**src/rtl/serial_subtractor.sv**
```systemverilog
// Bit-serial unsigned subtractor: Diff = A - B (mod 2^WIDTH) and borrow-out, one bit per clock, LSB first.
// A start/done handshake wraps each operation; Diff/Bout hold between completions.
module serial_subtractor #(
  parameter int WIDTH = 8
) (
  input  logic             clk,
  input  logic             rst_n,
  input  logic             start,
  input  logic [WIDTH-1:0] A,
  input  logic [WIDTH-1:0] B,
  output logic [WIDTH-1:0] Diff,
  output logic             Bout,
  output logic             busy,
  output logic             done
);

  localparam int CNT_W = (WIDTH > 2) ? $clog2(WIDTH) : 1;

  typedef enum logic [1:0] {
    IDLE = 2'd0,
    RUN  = 2'd1,
    DONE = 2'd2
  } state_t;

  state_t           state_q;
  logic [WIDTH-1:0] a_q;
  logic [WIDTH-1:0] b_q;
  logic [WIDTH-1:0] r_q;
  logic             br_q;
  logic [CNT_W-1:0] cnt_q;
  logic [WIDTH-1:0] diff_q;
  logic             bout_q;
  logic             busy_q;
  logic             done_q;

  logic             d_bit;
  logic             br_d;
  logic [WIDTH-1:0] r_d;
  logic             last_bit;

  function automatic logic diff_bit(input logic a, input logic b, input logic br);
    return a ^ b ^ br;
  endfunction

  function automatic logic borrow_next(input logic a, input logic b, input logic br);
    return (~a & b) | (~(a ^ b) & br);
  endfunction

  // One full-subtractor cell applied to the operand LSBs each RUN cycle
  always_comb begin
    d_bit    = diff_bit(a_q[0], b_q[0], br_q);
    br_d     = borrow_next(a_q[0], b_q[0], br_q);
    r_d      = {d_bit, r_q[WIDTH-1:1]};
    last_bit = (cnt_q == CNT_W'(WIDTH - 1));
  end

  always_ff @(posedge clk or negedge rst_n) begin
    if (!rst_n) begin
      state_q <= IDLE;
      a_q     <= '0;
      b_q     <= '0;
      r_q     <= '0;
      br_q    <= 1'b0;
      cnt_q   <= '0;
      diff_q  <= '0;
      bout_q  <= 1'b0;
      busy_q  <= 1'b0;
      done_q  <= 1'b0;
    end else begin
      case (state_q)
        IDLE: begin
          done_q <= 1'b0;
          if (start) begin
            a_q     <= A;
            b_q     <= B;
            r_q     <= '0;
            br_q    <= 1'b0;
            cnt_q   <= '0;
            busy_q  <= 1'b1;
            state_q <= RUN;
          end
        end
        RUN: begin
          a_q   <= a_q >> 1;
          b_q   <= b_q >> 1;
          r_q   <= r_d;
          br_q  <= br_d;
          cnt_q <= cnt_q + CNT_W'(1);
          // The result register is complete only after the MSB bit lands
          if (last_bit) begin
            diff_q  <= r_d;
            bout_q  <= br_d;
            done_q  <= 1'b1;
            state_q <= DONE;
          end
        end
        DONE: begin
          done_q  <= 1'b0;
          busy_q  <= 1'b0;
          state_q <= IDLE;
        end
        default: begin
          done_q  <= 1'b0;
          busy_q  <= 1'b0;
          state_q <= IDLE;
        end
      endcase
    end
  end

  assign Diff = diff_q;
  assign Bout = bout_q;
  assign busy = busy_q;
  assign done = done_q;

endmodule

```
**config.mk**
```make
export PLATFORM = sky130hd
export DESIGN_NAME = serial_subtractor
export DESIGN_NICKNAME = d
export VERILOG_FILES = /design/src/rtl/serial_subtractor.sv
export SDC_FILE = /design/constraint.sdc
export NUM_CORES = 1
export LEC_CHECK = 0
export ABC_AREA = 1
export CAP_MARGIN = 10
export CORE_MARGIN = 4
export CORE_UTILIZATION = 55
export CTS_BUF_LIST = sky130_fd_sc_hd__clkbuf_4 sky130_fd_sc_hd__clkbuf_8
export DETAILED_ROUTE_END_ITERATION = 10
export GPL_TIMING_DRIVEN = 0
export PLACE_DENSITY = 0.81
export SETUP_SLACK_MARGIN = 0.5
export SYNTH_ARGS = -nofsm -noshare
export SYNTH_HDL_FRONTEND = slang
export SYNTH_SLANG_ARGS = --single-unit
```
**constraint.sdc**
```tcl
create_clock -name clk -period 2.15 [get_ports clk]
set_input_delay 0.43 -clock clk [delete_from_list [all_inputs] [get_ports clk]]
set_output_delay 0.43 -clock clk [all_outputs]
set_load 0.01 [all_outputs]
```
# Word-level counts from Yosys, hierarchy flattened
# Index checks and enable logic that the tools add are counted.
# totals
out_inout_bits,11
elab_cells,46
ff_bits,41
inputBits,19
# classes
reduce_logical,6
bitwise_logic,8
muxes,17
add_sub_neg,1
n_eq_ne,4
# op_table
operator,count
one-hot mux 8 bit (2 select lines),3
2-to-1 mux 8 bit,3
AND reduction 2 bit,4
one-hot mux 3 bit (2 select lines),1
2-to-1 mux 1 bit,4
2-to-1 mux 2 bit,2
inequality test 2 bit (second input constant),2
one-hot mux 1 bit (2 select lines),2
one-hot mux 2 bit (2 select lines),1
adder 3 x 1 -> 3 bit (second input constant),1
== test 3 bit (second input constant),1
2-to-1 mux 3 bit,1
inverter 1 bit,3
AND 1 bit,2
== test 2 x 1 -> 1 bit (second input constant),1
zero test 2 bit,1
nonzero test 2 bit,1
XOR 1 bit,2
OR 1 bit,1

# Longest topological paths before layout
# Gate-level depths: netlist of run 1.
# logic_depth
word_depth,5
mapped_depth,7
mapped_depth_nobuf,6

# Least setup slack after synthesis of run 1
# No wires, ideal clock.
# synth_path
path_kind,reg2reg
startpoint,reg cnt_q[0]
endpoint,"reg diff_q[7], in the netlist Diff[7]"
period_less_slack_ns,1.262
path_slack_ns,0.888
n_path_buf,1
path_stages_with_launch,7
arrival_ns,1.197
path_cell_list,dfrtp_1 ha_1 ha_1 nand2_4 buf_6 nand2_1 nand2_1
# synth_between
elab_chain_len,2
# synth_lines
item,line_no,rtl
start: declaration,30,logic [CNT_W-1:0] cnt_q;
start signal: assignment,88,cnt_q <= cnt_q + CNT_W'(1);
== test 3 bit,54,last_bit = (cnt_q == CNT_W'(WIDTH - 1));
AND reduction 2 bit (no source line),--,
end signal: assignment,91,diff_q <= r_d;
end: declaration,31,logic [WIDTH-1:0] diff_q;
# Every way passes these cells.
# A chain may end at the register's enable or synchronous reset.

# Worst setup path in the final report of run 1
# layout_path
startpoint,"reg diff_q[3], in the netlist Diff[3]"
endpoint,out Diff[3]
# layout_rtl
item,line_no,rtl
end: declaration,11,"output logic [WIDTH-1:0] Diff,"
# No word-level cell between the ends.

==> results, run 1 <==
- The capturing element type of the critical path is an output pin.
- Measured against its own limit, the worst slew margin works out to 42.1%.
- Setup repair after global routing left no endpoint under its margin.
- In the post-route analysis, the smallest setup slack over all paths is 0.540 ns.
- In the final design database the tool counted 278 nets.
- The number of sinks on the clock net is 40.
- The signal on the critical path passes through clkdlybuf4s50_1.
- The max capacitance violation total is 0.
- STA classifies the critical path startpoint as a register.
- For the worst-skew pair, the clock arrives at the later sink with an insertion delay of 0.30 ns.
- The analysis attributes to cell leakage a power of 1.36 nW.
- The share of total power dissipated in the clock network is 17.1%.
- Across all hold checks on the routed design, the worst slack comes to 0.235 ns.
- STA puts the critical path data required time at 1.72 ns.
- The CTS tree is built.
- In this run the remaining antenna-violating nets after routing total 0.
- Counting the buffers created by CTS gives 5.
- The count of yosys warnings during synthesis is 0.
- The overall via count from detail_route is 1542.
- The fill cell total of the finished layout is 250.
- Power spread over the standard cell area amounts to 1470 mW/mm².
- The largest fanout on the critical path is 2.
- The number of nets in the synthesized netlist is 242.
- The number of port buffers is 29.
- The clock tree root buffer cell is sky130_fd_sc_hd__clkbuf_8.
- The congestion estimate from routability-driven global placement came to 0.843.
- For this run, the slowest stage of the critical path takes 0.54 ns.
- The switching part of the total is 39.8%.
- The number of max-slew violations in the final report came to 0.
- The number of cells produced by synthesis is 220.
- After detailed routing, the number of vias per cell comes to 5.09.
- No sink is reached through more buffers than the 2 on the longest clock path.
- The sequential element share of the synthesized area is 49.7%.
- On the critical path the largest part of the delay comes from buffers and inverters.
- The average cell area after synthesis is 9.15 µm².
- The internal power of the cells totals 2.19 mW.
- Counting distinct cell types in the post-synthesis netlist gives 22.
- The final hold violation count is 0.
- In this run, flip-flops and latches consume 35.5% of the power.
- The clock tree synthesis step divided the H-tree into 2 levels.
- The critical path buffer and inverter count is 1.
- The average detailed-routed wire length per instance is 13.9 µm.
- The worst vdd rail ir drop is 0.676 mV.
- The post-route clock period utilization is 74.9%.
- The combinational share of power is 47.4%.
- Once detailed placement completed, the half-perimeter wirelength came to 2.92 mm.
- The number of antenna violations at the first check in global routing is 0.
- The instance area after placement is 0.00236 mm².
- The achievable clock frequency is 621 MHz.
- After clock tree synthesis, the clock-pin slew on the worst setup and hold paths is 0.08 ns.
- The multi-input combinational cell area is 771 µm².
- The total power consumption of the routed design is 3.64 mW.
- The first global-routing pass estimated 7.17 mm of wire.
- The post-place setup slack is 0.463 ns.
- The total net switching power is 1.45 mW.
- In the final layout, flip-flops and latches occupy 0.00100 mm².
- The slowest stage of the critical path is the sky130_fd_sc_hd__clkdlybuf4s50_1 cell.
- The post-route core utilization is 72.2%.
- From bottom edge to top edge, the die measures 68.5 µm.
- Data arrives at the worst endpoint at 1.18 ns.
- The min-delay analysis places its worst path in the category in2async.
- The routed design has 4.22 mm of wire.
- The area of the die is 0.00469 mm².
- The leftover overflow at the end of global routing is 0.
- The netlist area before placement is 0.00201 mm².
- Global routing consumed, over all layers together, 21.1% of the routing resources.
- The I/O pin total is 30.
- The actual transition at the worst max-transition pin is 0.868 ns.
- The largest net degree at the start of global routing is 41.
- In this run the horizontal extent of the chip is 68.5 µm.
- The class of the most critical setup path is reg2out.
- After synthesis the netlist holds a flip-flop and latch count of 40.
- The initial core utilization is 58.5%.
- Once layout is done, the placed cells without fillers occupy 0.00248 mm².
- The number of diodes added for antenna fixing is 0.
- The number of placement rows is 21.
- The number of global-route vias before repair was 1596.
- The total area inside the core boundary comes to 0.00344 mm².
- The number of detailed-route iterations in the first pass is 4.
- The first routing iteration left 128 violations.
- The clock period minus worst slack is 1.61 ns.
- Clock skew on the completed layout was measured at 0.00739 ns.
- For this run, design rule violations remaining after detail routing come to 0.
- The fraction of layout cells with a size suffix above 1 is 20.2%.
- The run finished with clean final reports.
- The area growth from synthesis to layout is 23.4%.
- Setup violations remaining at the end of the flow were counted as 0.
## cell usage after synthesis (all sizes together)
library cell | count | area [µm²]
nand3 | 44 | 265
dfrtp | 40 | 1000
o21ai | 19 | 148
nand2 | 57 | 264
nor2 | 5 | 26.3
nand4 | 1 | 6.26
fa | 1 | 20.0
inv | 39 | 149
buf | 11 | 92.6
a21oi | 1 | 16.3
ha | 2 | 25.0
## sequential cells by signal, indices dropped and copies added (netlist names)
register / cells
Bout: 1
Diff: 8
b_q: 8
cnt_q: 3
busy: 1
a_q: 8
done: 1
br_q: 1
state_q: 2
r_q: 7
## worst reg2reg max path, delay by kind of cell, from the launching register on
family | cells | cell delay, ns
adder cells (fa/ha/maj) | 2 | 0.48
buffers and inverters | 1 | 0.19
AO/OA/AOI/OAI | 1 | 0.05
flip-flops | 1 | 0.45
AND/OR/NAND/NOR | 2 | 0.22
## repair_timing
action | CTS | global route
setup endpoints to repair | 2 | 8
hold buffers | 0 | 0
resized for setup | 2 | 8
setup buffers | 0 | 0
## power groups by stage
stage / Clock (mW) / Sequential, mW / Combinational [mW]
3_5_place_dp: 0 / 1.31 / 1.74
5_1_grt: 0.662 / 1.33 / 1.95
6_report: 0.623 / 1.29 / 1.73
4_1_cts: 0.634 / 1.29 / 1.76
2_1_floorplan: 0 / 1.32 / 1.19
3_3_place_gp: 0 / 1.29 / 1.69
## path summary, 6_finish.rpt
| check | cells after the start | slack [ns] | to | from |
|---|---|---|---|---|
| worst max register to register | 6 | 0.72 | Bout$_DFFE_PN0P_ | cnt_q[0]$_DFFE_PN0P_ |
| max in group asynchronous | 1 | 1.36 | b_q[6]$_DFFE_PN0P_ | rst_n |
| worst max-delay path | 1 | 0.54 | Diff[3] | Diff[3]$_DFFE_PN0P_ |
| min in group clk | 2 | 0.48 | Diff[1]$_DFFE_PN0P_ | Diff[1]$_DFFE_PN0P_ |
| worst min-delay path | 1 | 0.24 | Diff[3]$_DFFE_PN0P_ | rst_n |
| worst min register to register | 2 | 0.48 | Diff[1]$_DFFE_PN0P_ | Diff[1]$_DFFE_PN0P_ |
## through the flow
step | std cells | setup TNS [ns]
after floorplan | 220 | 0
after global placement | 295 | -13.39
after detailed placement | 295 | 0
after CTS | 303 | 0
after global routing | 303 | 0
final | 303 | 0
## per-layer routing
metal	GRT usage, %	share of wire (%)
met1	26.5	42
met2	34.7	50
met3	5.67	5.9
met4	8.19	1.7
met5	0	0
## area by class of cell
cell class              instances  share of cell area, %
repair buffers                 29                   12.2
inverters                      39                   5.99
plain buffers                  11                   3.73
clock inverters                 3                   1.71
multi-input cells             130                   31.0
clock buffers                   5                   2.77
flip-flops and latches         40                   40.3
well taps                      46                   2.32
## layout by cell type, fill, tap and decap left out, drive strengths merged
cell,netlist,routed
nand4,1,1
clkinvlp,0,1
dlygate4sd2,0,2
nand3,44,44
dlymetal6s2s,0,8
dfrtp,40,40
buf,11,12
o21ai,19,19
nand2,57,57
clkbuf,0,5
a21oi,1,1
clkdlybuf4s50,0,18
bufinv,0,1
fa,1,1
clkinv,0,1
ha,2,2
nor2,5,5
inv,39,39
## cells by family (layout without fill, tap and decap cells)
logic type	count (synthesis)	after routing	synth area share [%]
AOI/OAI and AO/OA	20	20	8.14
adders and majority gates	3	3	2.24
buffers and inverters	50	87	12.0
DFF	40	40	49.7
and+or+nand+nor	107	107	27.9
(Power assumes the default switching activity.)
==> inputs of run 2 (changes only) <==
==> constraint.sdc (replaced) <==
create_clock -name clk -period 1.5 [get_ports clk]
set_input_delay 0.3 -clock clk [delete_from_list [all_inputs] [get_ports clk]]
set_output_delay 0.3 -clock clk [all_outputs]
set_load 0.01 [all_outputs]
==> results, run 2 (synthesis results as in run 1) <==
- The wire length of the first global-routing pass is 8.18 mm.
- The last weighted congestion value of the routability-driven placer is 0.855.
- Static timing analysis puts the maximum clock frequency at 782 MHz.
- In the layout the commonest cells are sky130_fd_sc_hd__dfrtp_1 (39), sky130_fd_sc_hd__inv_1 (37), sky130_fd_sc_hd__nand2_1 (31), sky130_fd_sc_hd__nand3_1 (26), sky130_fd_sc_hd__buf_4 (23).
- The largest fanout on the critical path is 5.
- After detailed routing, the average wire length per cell comes to 19.3 µm.
- Across all register-to-register paths, the minimum setup slack is 0.22 ns.
- Summed over all layers, the global routing overflow is 0.
- Setup slack on the critical path of the routed design comes to 0.222 ns.
- The number of antenna violations at the first check in global routing is 0.
- Max-cap violations in this run came to 0.
- The flow ran to the end, and the final reports show no timing, DRC or antenna violations.
- The worst vdd rail ir drop is 1.54 mV.
- Clock-pin slew was measured on the worst setup and hold paths at 0.09 ns.
- The total power density per cell area is 2250 mW/mm².
- The detailed-placement wirelength estimate is 2.76 mm.
- At the end of the flow, the number of nets in the layout was 313.
- The tightest slew margin relative to the limit is 40.8%.
- The die span in y is 68.5 µm.
- The number of sinks on the clock net is 40.
- The final hold violation count is 0.
- Once placement completed, the tool counted placed cells totaling 295.
- By startpoint and endpoint, the worst setup path is classified as reg2reg.
- The detail route stage leaves a number of antenna-violating nets equal to 0.
- The clock passes through at most 2 buffers.
- The total power consumption of the routed design is 6.83 mW.
- Leaving out fill and tap cells, the most frequent cell in the layout is sky130_fd_sc_hd__dfrtp_1.
- The analysis attributes to cell leakage a power of 1.54 nW.
- The DRC violation count after routing is 0.
- The clock period minus worst slack is 1.28 ns.
- In this run the standard cell core region covers 0.00344 mm².
- For the pin with the worst max-slew slack, the measured transition is 0.889 ns.
- The path class of the tightest hold or removal check is in2async.
- On the worst path, the slowest cell contributes a delay of 0.45 ns.
- The post-place setup slack is 0.00219 ns.
- The initial core utilization is 58.5%.
- The clock latency on the worst-skew pair is 0.31 ns.
- The overall via count from detail_route is 1897.
- The largest individual stage delay along the critical path comes from the cell sky130_fd_sc_hd__dfrtp_2.
- The signal on the critical path passes through clkinv_4 -> nand2_8 -> nor2_1 -> nand2_1 -> o21ai_0.
- The number of global-route vias before repair is 1673.
- TritonCTS built the clock tree.
- The data arrival time at the worst-slack endpoint is 1.50 ns.
- The floorplan has 21 rows.
- The count of cells in the finished layout, fillers not included, comes to 338.
- The clock tree root buffer cell is sky130_fd_sc_hd__clkbuf_8.
- At the worst endpoint, the required time is 1.72 ns.
- The first TritonRoute pass finished after 4 iterations.
- The clock buffer count from CTS is 5.
- The logic depth of the worst register-to-register path is 5.
- The die covers 0.00469 mm².
- After detailed routing, the number of vias per cell comes to 5.61.
- The post-route clock period utilization is 85.2%.
- The post-route core utilization is 88.2%.
- Compared with the post-synthesis result, the final layout area differs by 50.8%.
- The number of max-slew violations in the final report is 0.
- Pin placement for this block handled 30 I/O pins.
- The number of port buffers is 29.
- Setup repair after global routing could not meet its margin everywhere.
- Global routing used 24.8% of the available tracks.
- In this run, post-CTS hold repair placed 0 buffers.
- The fraction of layout cells with a size suffix above 1 is 46.2%.
- The capturing element type of the critical path is a register.
- The first-iteration detailed-routing DRC count is 269.
- 0 antenna diodes ended up in the layout.
- The post-route cell area is 0.00304 mm².
- The die extent in x is 68.5 µm.
- The routed design has 6.53 mm of wire.
- The instance area after placement is 0.00243 mm².
- The clock arrives with 0.00966 ns of skew.
- The critical path launch point type is a register.
- Setup violations remaining at the end of the flow were counted as 0.
- The largest net degree at the start of global routing is 41.
- The CTS H-tree depth is 2.
==> run 2: changes by cell type in the layout (fill, tap and decap cells not counted), moves of 4 or more <==
cell / delta
sky130_fd_sc_hd__buf_2: +9
sky130_fd_sc_hd__buf_6: +7
sky130_fd_sc_hd__nand2_2: +16
sky130_fd_sc_hd__nand2_1: -21
sky130_fd_sc_hd__buf_4: +18
sky130_fd_sc_hd__nand3_2: +7
sky130_fd_sc_hd__dlymetal6s2s_1: -8
sky130_fd_sc_hd__buf_12: +4
sky130_fd_sc_hd__nand3_1: -9
==> run 2: report_power, final <==
group	leakage, nW	total, mW	switching, mW	internal (mW)
registers	0.493	1.92	0.339	1.58
logic	1.00	4.10	2.13	1.97
clock network	0.0479	0.806	0.413	0.392
total	1.54	6.83	2.88	3.94
==> run 2: worst paths after layout <==
check / startpoint / to
max reg2reg: state_q[1]$_DFFE_PN0P_ / a_q[7]$_DFFE_PN0P_
max in group asynchronous: rst_n / state_q[1]$_DFFE_PN0P_
min reg2reg: Diff[1]$_DFFE_PN0P_ / Diff[1]$_DFFE_PN0P_
max: state_q[1]$_DFFE_PN0P_ / a_q[7]$_DFFE_PN0P_
min: rst_n / Diff[1]$_DFFE_PN0P_
min in group clk: Diff[1]$_DFFE_PN0P_ / Diff[1]$_DFFE_PN0P_
==> run 2: worst max-delay path, delay by kind of cell (launching register included) <==
| kind | cells | cell delay (ns) |
|---|---|---|
| AO/OA/AOI/OAI | 1 | 0.12 |
| flip-flops | 1 | 0.45 |
| buffers and inverters | 1 | 0.13 |
| AND/OR/NAND/NOR | 3 | 0.48 |
==> run 2: per-layer routing <==
layer | global-route usage (%) | vias to the layer above | wire length, µm
met5 | 0 | - | 0
met4 | 15.6 | 0 | 391
met3 | 5.35 | 41 | 489
met2 | 39.8 | 110 | 3150
met1 | 30.0 | 917 | 2500
li1 | - | 829 | -
==> run 2: stage by stage <==
step	setup TNS [ns]	hold slack [ns]
after floorplan	0	0.00441
after global placement	-33.85	0.459
after detailed placement	0	0.466
after CTS	0	0.143
after global routing	0	0.170
final	0	0.100
==> run 2: cell type report <==
| type | instances | area [µm²] |
|---|---|---|
| buffer | 11 | 158 |
| clock buffer | 7 | 90.1 |
| clock inverter | 1 | 7.51 |
| fill | 133 | 405 |
| inverter | 39 | 154 |
| multi-input combinational | 130 | 962 |
| sequential | 40 | 1000 |
| tap | 46 | 57.6 |
| timing repair buffer | 64 | 606 |
==> run 2: repair_timing <==
| item | 4_1_cts | 5_1_grt |
|---|---|---|
| pin swaps | 7 | 11 |
| buffers inserted | 17 | 13 |
| setup endpoints to repair | 51 | 51 |
| gates resized for setup | 63 | 45 |
| cloned | 3 | 2 |
